--- config.mk ---
export PLATFORM = sky130hd
export DESIGN_NAME = uart_cmd_sequencer
export DESIGN_NICKNAME = d
export VERILOG_FILES = /design/src/rtl/uart_cmd_sequencer.sv
export SDC_FILE = /design/constraint.sdc
export NUM_CORES = 1
export LEC_CHECK = 0
export ABC_AREA = 1
export BUFFER_PORTS_ARGS = -buffer_cell sky130_fd_sc_hd__buf_2
export CAP_MARGIN = 20
export CORE_ASPECT_RATIO = 0.8
export CORE_MARGIN = 8
export CORE_UTILIZATION = 40
export DETAILED_ROUTE_END_ITERATION = 7
export PLACE_DENSITY = 0.6
export SYNTH_ARGS = -nofsm -noshare
export SYNTH_HDL_FRONTEND = slang
export SYNTH_SLANG_ARGS = --single-unit
--- constraint.sdc ---
create_clock -name clk -period 2.32 [get_ports clk]
set_input_delay 0.464 -clock clk [delete_from_list [all_inputs] [get_ports clk]]
set_output_delay 0.464 -clock clk [all_outputs]
set_load 0.01 [all_outputs]
--- src/rtl/uart_cmd_sequencer.sv ---
// Packet parser behind a UART receiver. It frames SYNC/ADDR/LEN/payload/CSUM, buffers the payload,
// checks the checksum and replays the payload as a burst of register writes.
module uart_cmd_sequencer #(
  parameter int         MAX_LEN        = 16,
  parameter int         TIMEOUT_CYCLES = 52090,
  parameter logic [7:0] SYNC_BYTE      = 8'hA5
) (
  input  logic       clk,
  input  logic       rst,
  input  logic [7:0] rx_data,
  input  logic       rx_valid,
  output logic       wr_en,
  output logic [7:0] wr_addr,
  output logic [7:0] wr_data,
  input  logic       wr_ready,
  output logic       busy,
  output logic       pkt_ok,
  output logic       err_csum,
  output logic       err_len,
  output logic       err_timeout,
  output logic       err_overrun
);

  localparam int            IW        = (MAX_LEN > 1) ? $clog2(MAX_LEN) : 1;
  localparam int            TW        = (TIMEOUT_CYCLES > 1) ? $clog2(TIMEOUT_CYCLES) : 1;
  localparam logic [8:0]    MAX_LEN_W = 9'(MAX_LEN);
  localparam logic [TW-1:0] TMO_LAST  = TW'(TIMEOUT_CYCLES - 1);

  typedef enum logic [2:0] {
    S_IDLE,
    S_ADDR,
    S_LEN,
    S_PAYLOAD,
    S_CSUM,
    S_WRITE
  } state_e;

  // state_q is the debug view of the parser; it is left un-renamed so checkers can bind to it.
  state_e        state_q, state_d;
  logic [7:0]    base_q, base_d;
  logic [7:0]    len_q, len_d;
  logic [7:0]    idx_q, idx_d;
  logic [7:0]    sum_q, sum_d;
  logic [TW-1:0] tmo_q, tmo_d;
  logic          wr_en_q, wr_en_d;
  logic [7:0]    wr_addr_q, wr_addr_d;
  logic [7:0]    wr_data_q, wr_data_d;
  logic          pkt_ok_q, pkt_ok_d;
  logic          err_csum_q, err_csum_d;
  logic          err_len_q, err_len_d;
  logic          err_timeout_q, err_timeout_d;
  logic          err_overrun_q, err_overrun_d;
  logic          pay_we;
  logic [7:0]    idx_nxt;

  logic [7:0] pay_q [0:(1<<IW)-1];

  assign idx_nxt = idx_q + 8'd1;

  // Write port: a write is offered while wr_en is high and completes on the first rising edge
  // where wr_ready is also high; wr_addr/wr_data never change while an offer is pending.
  always_comb begin
    state_d       = state_q;
    base_d        = base_q;
    len_d         = len_q;
    idx_d         = idx_q;
    sum_d         = sum_q;
    tmo_d         = tmo_q;
    wr_en_d       = wr_en_q;
    wr_addr_d     = wr_addr_q;
    wr_data_d     = wr_data_q;
    pkt_ok_d      = 1'b0;
    err_csum_d    = 1'b0;
    err_len_d     = 1'b0;
    err_timeout_d = 1'b0;
    err_overrun_d = 1'b0;
    pay_we        = 1'b0;

    case (state_q)
      S_IDLE: begin
        if (rx_valid && (rx_data == SYNC_BYTE)) state_d = S_ADDR;
      end
      S_ADDR: begin
        if (rx_valid) begin
          base_d  = rx_data;
          sum_d   = rx_data;
          state_d = S_LEN;
        end
      end
      S_LEN: begin
        if (rx_valid) begin
          if ((rx_data == 8'd0) || ({1'b0, rx_data} > MAX_LEN_W)) begin
            err_len_d = 1'b1;
            state_d   = S_IDLE;
          end else begin
            len_d   = rx_data;
            sum_d   = sum_q + rx_data;
            idx_d   = 8'd0;
            state_d = S_PAYLOAD;
          end
        end
      end
      S_PAYLOAD: begin
        if (rx_valid) begin
          pay_we = 1'b1;
          sum_d  = sum_q + rx_data;
          idx_d  = idx_nxt;
          if (idx_nxt == len_q) state_d = S_CSUM;
        end
      end
      S_CSUM: begin
        if (rx_valid) begin
          if (rx_data == sum_q) begin
            state_d   = S_WRITE;
            idx_d     = 8'd0;
            wr_en_d   = 1'b1;
            wr_addr_d = base_q;
            wr_data_d = pay_q[0];
          end else begin
            err_csum_d = 1'b1;
            state_d    = S_IDLE;
          end
        end
      end
      S_WRITE: begin
        if (rx_valid) err_overrun_d = 1'b1;
        if (wr_en_q && wr_ready) begin
          idx_d = idx_nxt;
          if (idx_nxt == len_q) begin
            wr_en_d  = 1'b0;
            pkt_ok_d = 1'b1;
            state_d  = S_IDLE;
          end else begin
            wr_addr_d = base_q + idx_nxt;
            wr_data_d = pay_q[idx_nxt[IW-1:0]];
          end
        end
      end
      default: state_d = S_IDLE;
    endcase

    // Inter-byte watchdog; an arriving byte always beats expiry in the same cycle.
    if ((state_q == S_ADDR) || (state_q == S_LEN) ||
        (state_q == S_PAYLOAD) || (state_q == S_CSUM)) begin
      if (rx_valid) begin
        tmo_d = '0;
      end else if (tmo_q == TMO_LAST) begin
        tmo_d         = '0;
        err_timeout_d = 1'b1;
        state_d       = S_IDLE;
      end else begin
        tmo_d = tmo_q + TW'(1);
      end
    end else begin
      tmo_d = '0;
    end
  end

  always_ff @(posedge clk or posedge rst) begin
    if (rst) begin
      state_q       <= S_IDLE;
      base_q        <= 8'd0;
      len_q         <= 8'd0;
      idx_q         <= 8'd0;
      sum_q         <= 8'd0;
      tmo_q         <= '0;
      wr_en_q       <= 1'b0;
      wr_addr_q     <= 8'd0;
      wr_data_q     <= 8'd0;
      pkt_ok_q      <= 1'b0;
      err_csum_q    <= 1'b0;
      err_len_q     <= 1'b0;
      err_timeout_q <= 1'b0;
      err_overrun_q <= 1'b0;
    end else begin
      state_q       <= state_d;
      base_q        <= base_d;
      len_q         <= len_d;
      idx_q         <= idx_d;
      sum_q         <= sum_d;
      tmo_q         <= tmo_d;
      wr_en_q       <= wr_en_d;
      wr_addr_q     <= wr_addr_d;
      wr_data_q     <= wr_data_d;
      pkt_ok_q      <= pkt_ok_d;
      err_csum_q    <= err_csum_d;
      err_len_q     <= err_len_d;
      err_timeout_q <= err_timeout_d;
      err_overrun_q <= err_overrun_d;
    end
  end

  // Payload storage carries no reset; its contents are only read after being written.
  always_ff @(posedge clk) begin
    if (pay_we) pay_q[idx_q[IW-1:0]] <= rx_data;
  end

  assign wr_en       = wr_en_q;
  assign wr_addr     = wr_addr_q;
  assign wr_data     = wr_data_q;
  assign busy        = (state_q != S_IDLE);
  assign pkt_ok      = pkt_ok_q;
  assign err_csum    = err_csum_q;
  assign err_len     = err_len_q;
  assign err_timeout = err_timeout_q;
  assign err_overrun = err_overrun_q;

endmodule
==> flow_metrics.py, run 1 <==
metrics = {
    "floorplanning": {
        "rows": 50,
        "die_w_um": 188,
        "start_util_pct": 40.7,
        "die_area_um2": 28900,
        "die_y_um": 154,
        "ioPinCount": 35,
        "core_um2": 23300,
    },
    "drt": {
        "wl_per_cell_um": 17.0,
        "first_iter_violations": 580,
        "highest-signal-layer": "met4",
        "wl_met2_um": 10200,
        "dr.pass1.iters": 5,
        "m1WireLength_um": 11800,
        "ant_nets": 0,
        "num_vias": 7212,
        "viasPerCell": 5.15,
        "drcViolationCount": 0,
        "wirelength_um": 23900,
        "wl_met3_um": 1450,
    },
    "clock_tree": {
        "cts_sinks": 201,
        "numCtsBuffers": 22,
        "ctsHtreeMaxLevel": 1,
        "cts.clk_slew.worst_paths_ps": 60,
        "cts_tree": "yes",
        "cts-root-buf": "clkbuf_16",
        "clockBufferDepth": 3,
        "clock_latency_ps": 520,
    },
    "power": {
        "ir_drop_mv": 0.518,
        "p_leak_nw": 4.72,
        "power_density_nw_per_um2": 938,
        "finalPower_mw": 10.6,
    },
    "synth": {
        "synth_edf_count": 128,
        "ys_ff_latch": 201,
        "syn_area_um2": 9490,
        "yosysTopAreaCell": "edfxtp_1",
        "synth_cells": 984,
        "synth_top_area_share_pct": 40.5,
        "ys_async_sr_fraction_pct": 36.3,
        "ys.warnings.count": 0,
        "syn_nets": 1020,
        "syn_area_per_cell_um2": 9.64,
        "seq_area_frac_synth_pct": 59.7,
        "synth_cell_types": 45,
        "synth_area_leaders": "edfxtp_1, dfrtp_1, nand2_1, nor2_1, o21ai_0",
        "synth-main-ff-cell": "edfxtp_1",
    },
    "worst_hold_path": {
        "hold_start": "wr_ready",
        "hold_depth": 3,
        "hp-class": "in2reg",
        "min_to": "pkt_ok$_DFF_PP0_",
    },
    "place": {
        "dp.final_hpwl_um": 16100,
        "gp_congestion": 0.823,
        "dpl.cell_count": 1353,
        "io_buffers": 34,
        "place_area_um2": 10400,
        "pre_cts_ws_ps": 42.3,
    },
    "cells_and_area": {
        "num_antenna_cells": 0,
        "layout.cells.non_filler": 1401,
        "drive_gt1_share_pct": 17.7,
        "final_area_um2": 11300,
        "area_delta_synth_final_pct": 19.0,
        "final_nets": 1109,
    },
    "critical_path": {
        "end_kind": "flip-flop",
        "path_max_fanout": 12,
        "reg2reg_to": "wr_addr[6]$_DFFE_PP0P_",
        "timing.rr.start": "idx_q[0]$_DFFE_PP0P_",
        "r2r_setup_slack_ps": 120,
        "reg2reg_depth": 12,
        "worstSetupStartpointType": "flip-flop",
        "cp_data_required_time_ps": 2730,
        "cp.arrival_ps": 2620,
        "crit_type": "reg2reg",
    },
    "sta": {
        "worst_pin_slew_ps": 527,
        "holdWs_ps": 297,
        "drv_slew": 0,
        "setup_viol": 0,
        "grt_setup_unrepaired": "yes",
        "fin_skew_ps": 26.8,
        "fin_crit_sh_pct": 94.9,
        "fin_crit_ps": 2200,
        "hold_viol_final": 0,
        "fmax_mhz": 454,
        "relSlewSlack_pct": 64.8,
        "fin_ws_ps": 118,
    },
    "run": {
        "drv_cap": 0,
    },
    "global_routing": {
        "grt_overflow": 0,
        "grt_usage_pct": 16.1,
        "grt_pass1_wl_um": 37800,
        "grt_max_degree": 67,
        "antenna_found_initial": 0,
        "grt_pass1_vias": 6812,
    },
    "status": {
        "status": "finished, final reports clean",
    },
}
-- cell families after synthesis --
group	after synthesis	synth area share, %
compound gates	202	11.9
xor+xnor	9	0.831
fa+ha+maj	24	3.32
buf+inv	108	4.63
flops	201	59.7
simple gates	440	19.6
-- synthesized netlist by cell type, types with 9 or more instances --
cell      instances
nand2_1         206
nor2_1          148
edfxtp_1        128
o21ai_0         102
dfrtp_1          73
inv_1            65
nand3_1          39
a21oi_1          33
ha_1             22
o22ai_1          21
clkbuf_1         20
buf_2            13
o21ai_1          13
nand2_2          10
nor3_1            9
-- state kept, by name, indices dropped and copies added (netlist names), 3 cells and up --
signal,flops
sum_q,8
idx_q,8
wr_addr,8
wr_data,8
base_q,8
pay_q,128
tmo_q,16
state_q,3
len_q,8
-- layout by cell type (no fill, tap or decap), types with 7 or more instances in the layout --
master	instances
o22ai_1	19
o21ai_1	16
clkbuf_16	22
nand2_1	198
nand2_2	17
nor2_1	145
dfrtp_1	71
buf_2	34
edfxtp_1	128
a21oi_1	31
buf_4	60
ha_1	16
o221ai_1	8
nor3_1	9
inv_1	62
o211ai_1	8
nand3_1	38
o21ai_0	98
nand3_2	7
a31oi_1	7
-- timing repair --
action                                  4_1_cts  5_1_grt
setup buffers                                 0        7
hold endpoints to repair                     27        0
hold buffers                                  1        0
gates resized for setup                       0       36
endpoints found under the setup margin        0       25
-- power breakdown --
part           internal [mW]  total [mW]  switching [mW]
logic                   1.10        2.81            1.71
clock network           1.90        3.33            1.42
registers               4.17        4.46           0.286
-- layer usage --
metal  track usage (%)  vias up
li1                  -     3561
met1              24.1     3446
met2              23.6      177
met3              3.19       28
met4              3.15        0
met5                 0        -
-- worst max-delay path: stages, from the launching register on --
cell     delay (ps)
dfrtp_2         420
buf_4           160
inv_4            90
ha_4            220
buf_12          150
fa_2            370
nand4_1         100
nand3_1          90
or2_2           280
nand3_1          70
nand2_1          60
nand2_2          60
nand2_1          40
-- layout make-up --
cell class                 instances  area [um^2]
clock buffer                      29          587
clock inverter                    11         96.3
fill                            2155        12000
inverter                          72          282
multi-input combinational        675         3530
sequential                       201         5670
tap                              312          390
timing repair buffer             101          736
-- through the flow --
| stage | TNS, ps | utilization, % |
|---|---|---|
| global placement | 0 | 44.6 |
| floorplan | 0 | - |
| global route | -34.8 | 48.4 |
| finish | 0 | 48.4 |
| detailed placement | 0 | 44.6 |
| CTS | 0 | 47.6 |
-- worst max-delay path by stage --
stage / slack (ps) / depth (start not counted) / endpoint / startpoint
global placement: 100 / 12 / wr_addr[6]$_DFFE_PP0P_ / idx_q[1]$_DFFE_PP0P_
global route: -30 / 14 / wr_addr[6]$_DFFE_PP0P_ / idx_q[1]$_DFFE_PP0P_
floorplan: 3 / 1 / base_q[0]$_DFFE_PP0P_ / rst
CTS: 20 / 13 / wr_data[1]$_DFFE_PP0P_ / idx_q[0]$_DFFE_PP0P_
detailed placement: 40 / 13 / wr_data[1]$_DFFE_PP0P_ / idx_q[0]$_DFFE_PP0P_
finish: 120 / 12 / wr_addr[6]$_DFFE_PP0P_ / idx_q[0]$_DFFE_PP0P_
(Power assumes the default switching activity.)
==> run 2: changes to the inputs <==
Settings changed: CAP_MARGIN 20 to not set, CELL_PAD_IN_SITES_DETAIL_PLACEMENT set to 0, CELL_PAD_IN_SITES_GLOBAL_PLACEMENT set to 1, GPL_TIMING_DRIVEN set to 1, PLACE_DENSITY 0.6 to 0.72.
==> run 2 against run 1 <==
  * Cell count stayed put
  * Critical endpoint unchanged
  * Critical path type unchanged
  * Global-route usage up 0.63 points
  * Critical path depth did not move
==> flow_metrics.py, run 2 (synthesis gave the netlist of run 1 again) <==
metrics = {
    "drt": {
        "wl_per_cell_um": 17.2,
        "drcViolationCount": 0,
        "ant_nets": 0,
        "wirelength_um": 24100,
        "first_iter_violations": 547,
        "dr.pass1.iters": 5,
        "viasPerCell": 5.06,
        "num_vias": 7091,
    },
    "sta": {
        "relSlewSlack_pct": 71.5,
        "worst_pin_slew_ps": 425,
        "fin_crit_sh_pct": 94.8,
        "fmax_mhz": 455,
        "hold_viol_final": 0,
        "tns_ps": 0,
        "fin_skew_ps": 17.7,
        "drv_slew": 0,
        "holdWs_ps": 244,
        "fin_crit_ps": 2200,
        "grt_setup_unrepaired": "yes",
        "setup_viol": 0,
    },
    "place": {
        "gp_congestion": 0.840,
        "io_buffers": 34,
        "dpl.cell_count": 1357,
        "dp.final_hpwl_um": 16600,
        "place_area_um2": 10400,
    },
    "cells_and_area": {
        "layout.cells.non_filler": 1401,
        "drive_gt1_share_pct": 17.7,
        "area_delta_synth_final_pct": 19.4,
        "largest_register_ffs": 128,
        "final_area_um2": 11300,
        "fill_cells": 2203,
        "num_antenna_cells": 0,
        "mostFrequentLayoutCells": "nand2_1, nor2_1, edfxtp_1",
        "final_nets": 1110,
        "mostFrequentLayoutCell": "nand2_1",
        "post-route-util_pct": 48.6,
    },
    "critical_path": {
        "worstSetupStartpointType": "flip-flop",
        "path_max_fanout": 21,
        "cp_slowest_stage_delay_ps": 430,
        "cp_data_required_time_ps": 2720,
        "crit_type": "reg2reg",
        "critPathSlowestCell": "dfrtp_2",
        "startpoint": "idx_q[0]$_DFFE_PP0P_",
        "timing.rr.start": "idx_q[0]$_DFFE_PP0P_",
        "end_kind": "flip-flop",
        "cp.arrival_ps": 2600,
        "r2r_setup_slack_ps": 120,
        "cp_cell_sequence": "buf_4, inv_4, ha_4, buf_12, fa_2, nand4_1, nand3_1, or2_2, nand3_1, nand2_1, nand2_2, nand2_1",
    },
    "power": {
        "switching_share_pct": 31.5,
        "ir_drop_mv": 0.418,
        "p_leak_nw": 4.75,
        "p_sw_mw": 3.42,
        "clock_power_share_pct": 32.6,
        "seq_power_share_pct": 41.1,
        "pwr-share-comb_pct": 26.3,
        "p_int_mw": 7.42,
        "power_density_nw_per_um2": 957,
    },
    "global_routing": {
        "met3_usage_pct": 2.26,
        "grt_pass1_vias": 6844,
        "grt.busiest_layer": "met2",
        "grt_max_degree": 46,
        "grt_usage_pct": 16.7,
        "antenna_found_initial": 0,
        "grt_overflow": 0,
        "met1_usage_pct": 24.9,
        "met2_usage_pct": 25.4,
        "grt_pass1_wl_um": 39000,
    },
    "floorplanning": {
        "die_y_um": 154,
        "start_util_pct": 40.7,
        "die_w_um": 188,
        "die_area_um2": 28900,
        "rows": 50,
        "ioPinCount": 35,
        "core_um2": 23300,
    },
    "clock_tree": {
        "cts_sinks": 201,
        "cts-root-buf": "clkbuf_16",
        "ctsHtreeMaxLevel": 1,
        "clock_latency_ps": 510,
        "cts.clk_slew.worst_paths_ps": 60,
        "numCtsBuffers": 22,
        "clockBufferDepth": 3,
        "cts_tree": "yes",
    },
    "run": {
        "drv_cap": 0,
    },
    "worst_hold_path": {
        "hold_start": "wr_ready",
        "hp-class": "in2reg",
    },
    "status": {
        "status": "finished, final reports clean",
    },
}
run 2: stage by stage:
step	worst slack (ps)	total power, mW
6_report	121	10.8
5_1_grt	-10.2	11.5
4_1_cts	2.67	10.9
3_5_place_dp	18.0	7.31
3_3_place_gp	7.73	7.27
2_1_floorplan	2.73	6.26
run 2: layer usage:
metal	share of wire (%)	up-vias
met5	0	-
met4	1.9	0
met3	3.8	31
met2	44	122
met1	50	3376
li1	-	3562
run 2: final timing paths:
check	end	depth (start not counted)
worst max-delay path	wr_addr[6]$_DFFE_PP0P_	12
worst min-delay path	pkt_ok$_DFF_PP0_	3
worst max register to register	wr_addr[6]$_DFFE_PP0P_	12
worst min register to register	wr_data[0]$_DFFE_PP0P_	2
max in group asynchronous	idx_q[1]$_DFFE_PP0P_	4
min in group asynchronous	idx_q[5]$_DFFE_PP0P_	3
run 2: worst max-delay path, delay by kind of cell (launching register included):
| family | cells | cell delay [ps] |
|---|---|---|
| simple gates | 7 | 700 |
| fa+ha+maj | 2 | 580 |
| flops | 1 | 430 |
| buf+inv | 3 | 390 |
run 2: power groups by stage:
stage / clock network [mW] / registers, mW / logic, mW
2_1_floorplan: 0 / 4.50 / 1.76
3_3_place_gp: 0 / 4.51 / 2.76
3_5_place_dp: 0 / 4.52 / 2.79
4_1_cts: 3.63 / 4.45 / 2.80
5_1_grt: 3.75 / 4.50 / 3.25
6_report: 3.53 / 4.46 / 2.85
run 2: what timing repair did:
item,4_1_cts,5_1_grt
hold endpoints to repair,5,0
gates resized for setup,0,30
setup buffers,0,4
endpoints found under the setup margin,0,55
hold buffers,1,0
run 2: area by class of cell:
type | count | area [um^2] | area share [%]
sequential | 201 | 5670 | 50.1
multi-input combinational | 675 | 3510 | 31.0
tap | 312 | 390 | 3.44
timing repair buffer | 102 | 753 | 6.65
inverter | 72 | 277 | 2.44
clock inverter | 14 | 145 | 1.28
clock buffer | 25 | 583 | 5.14
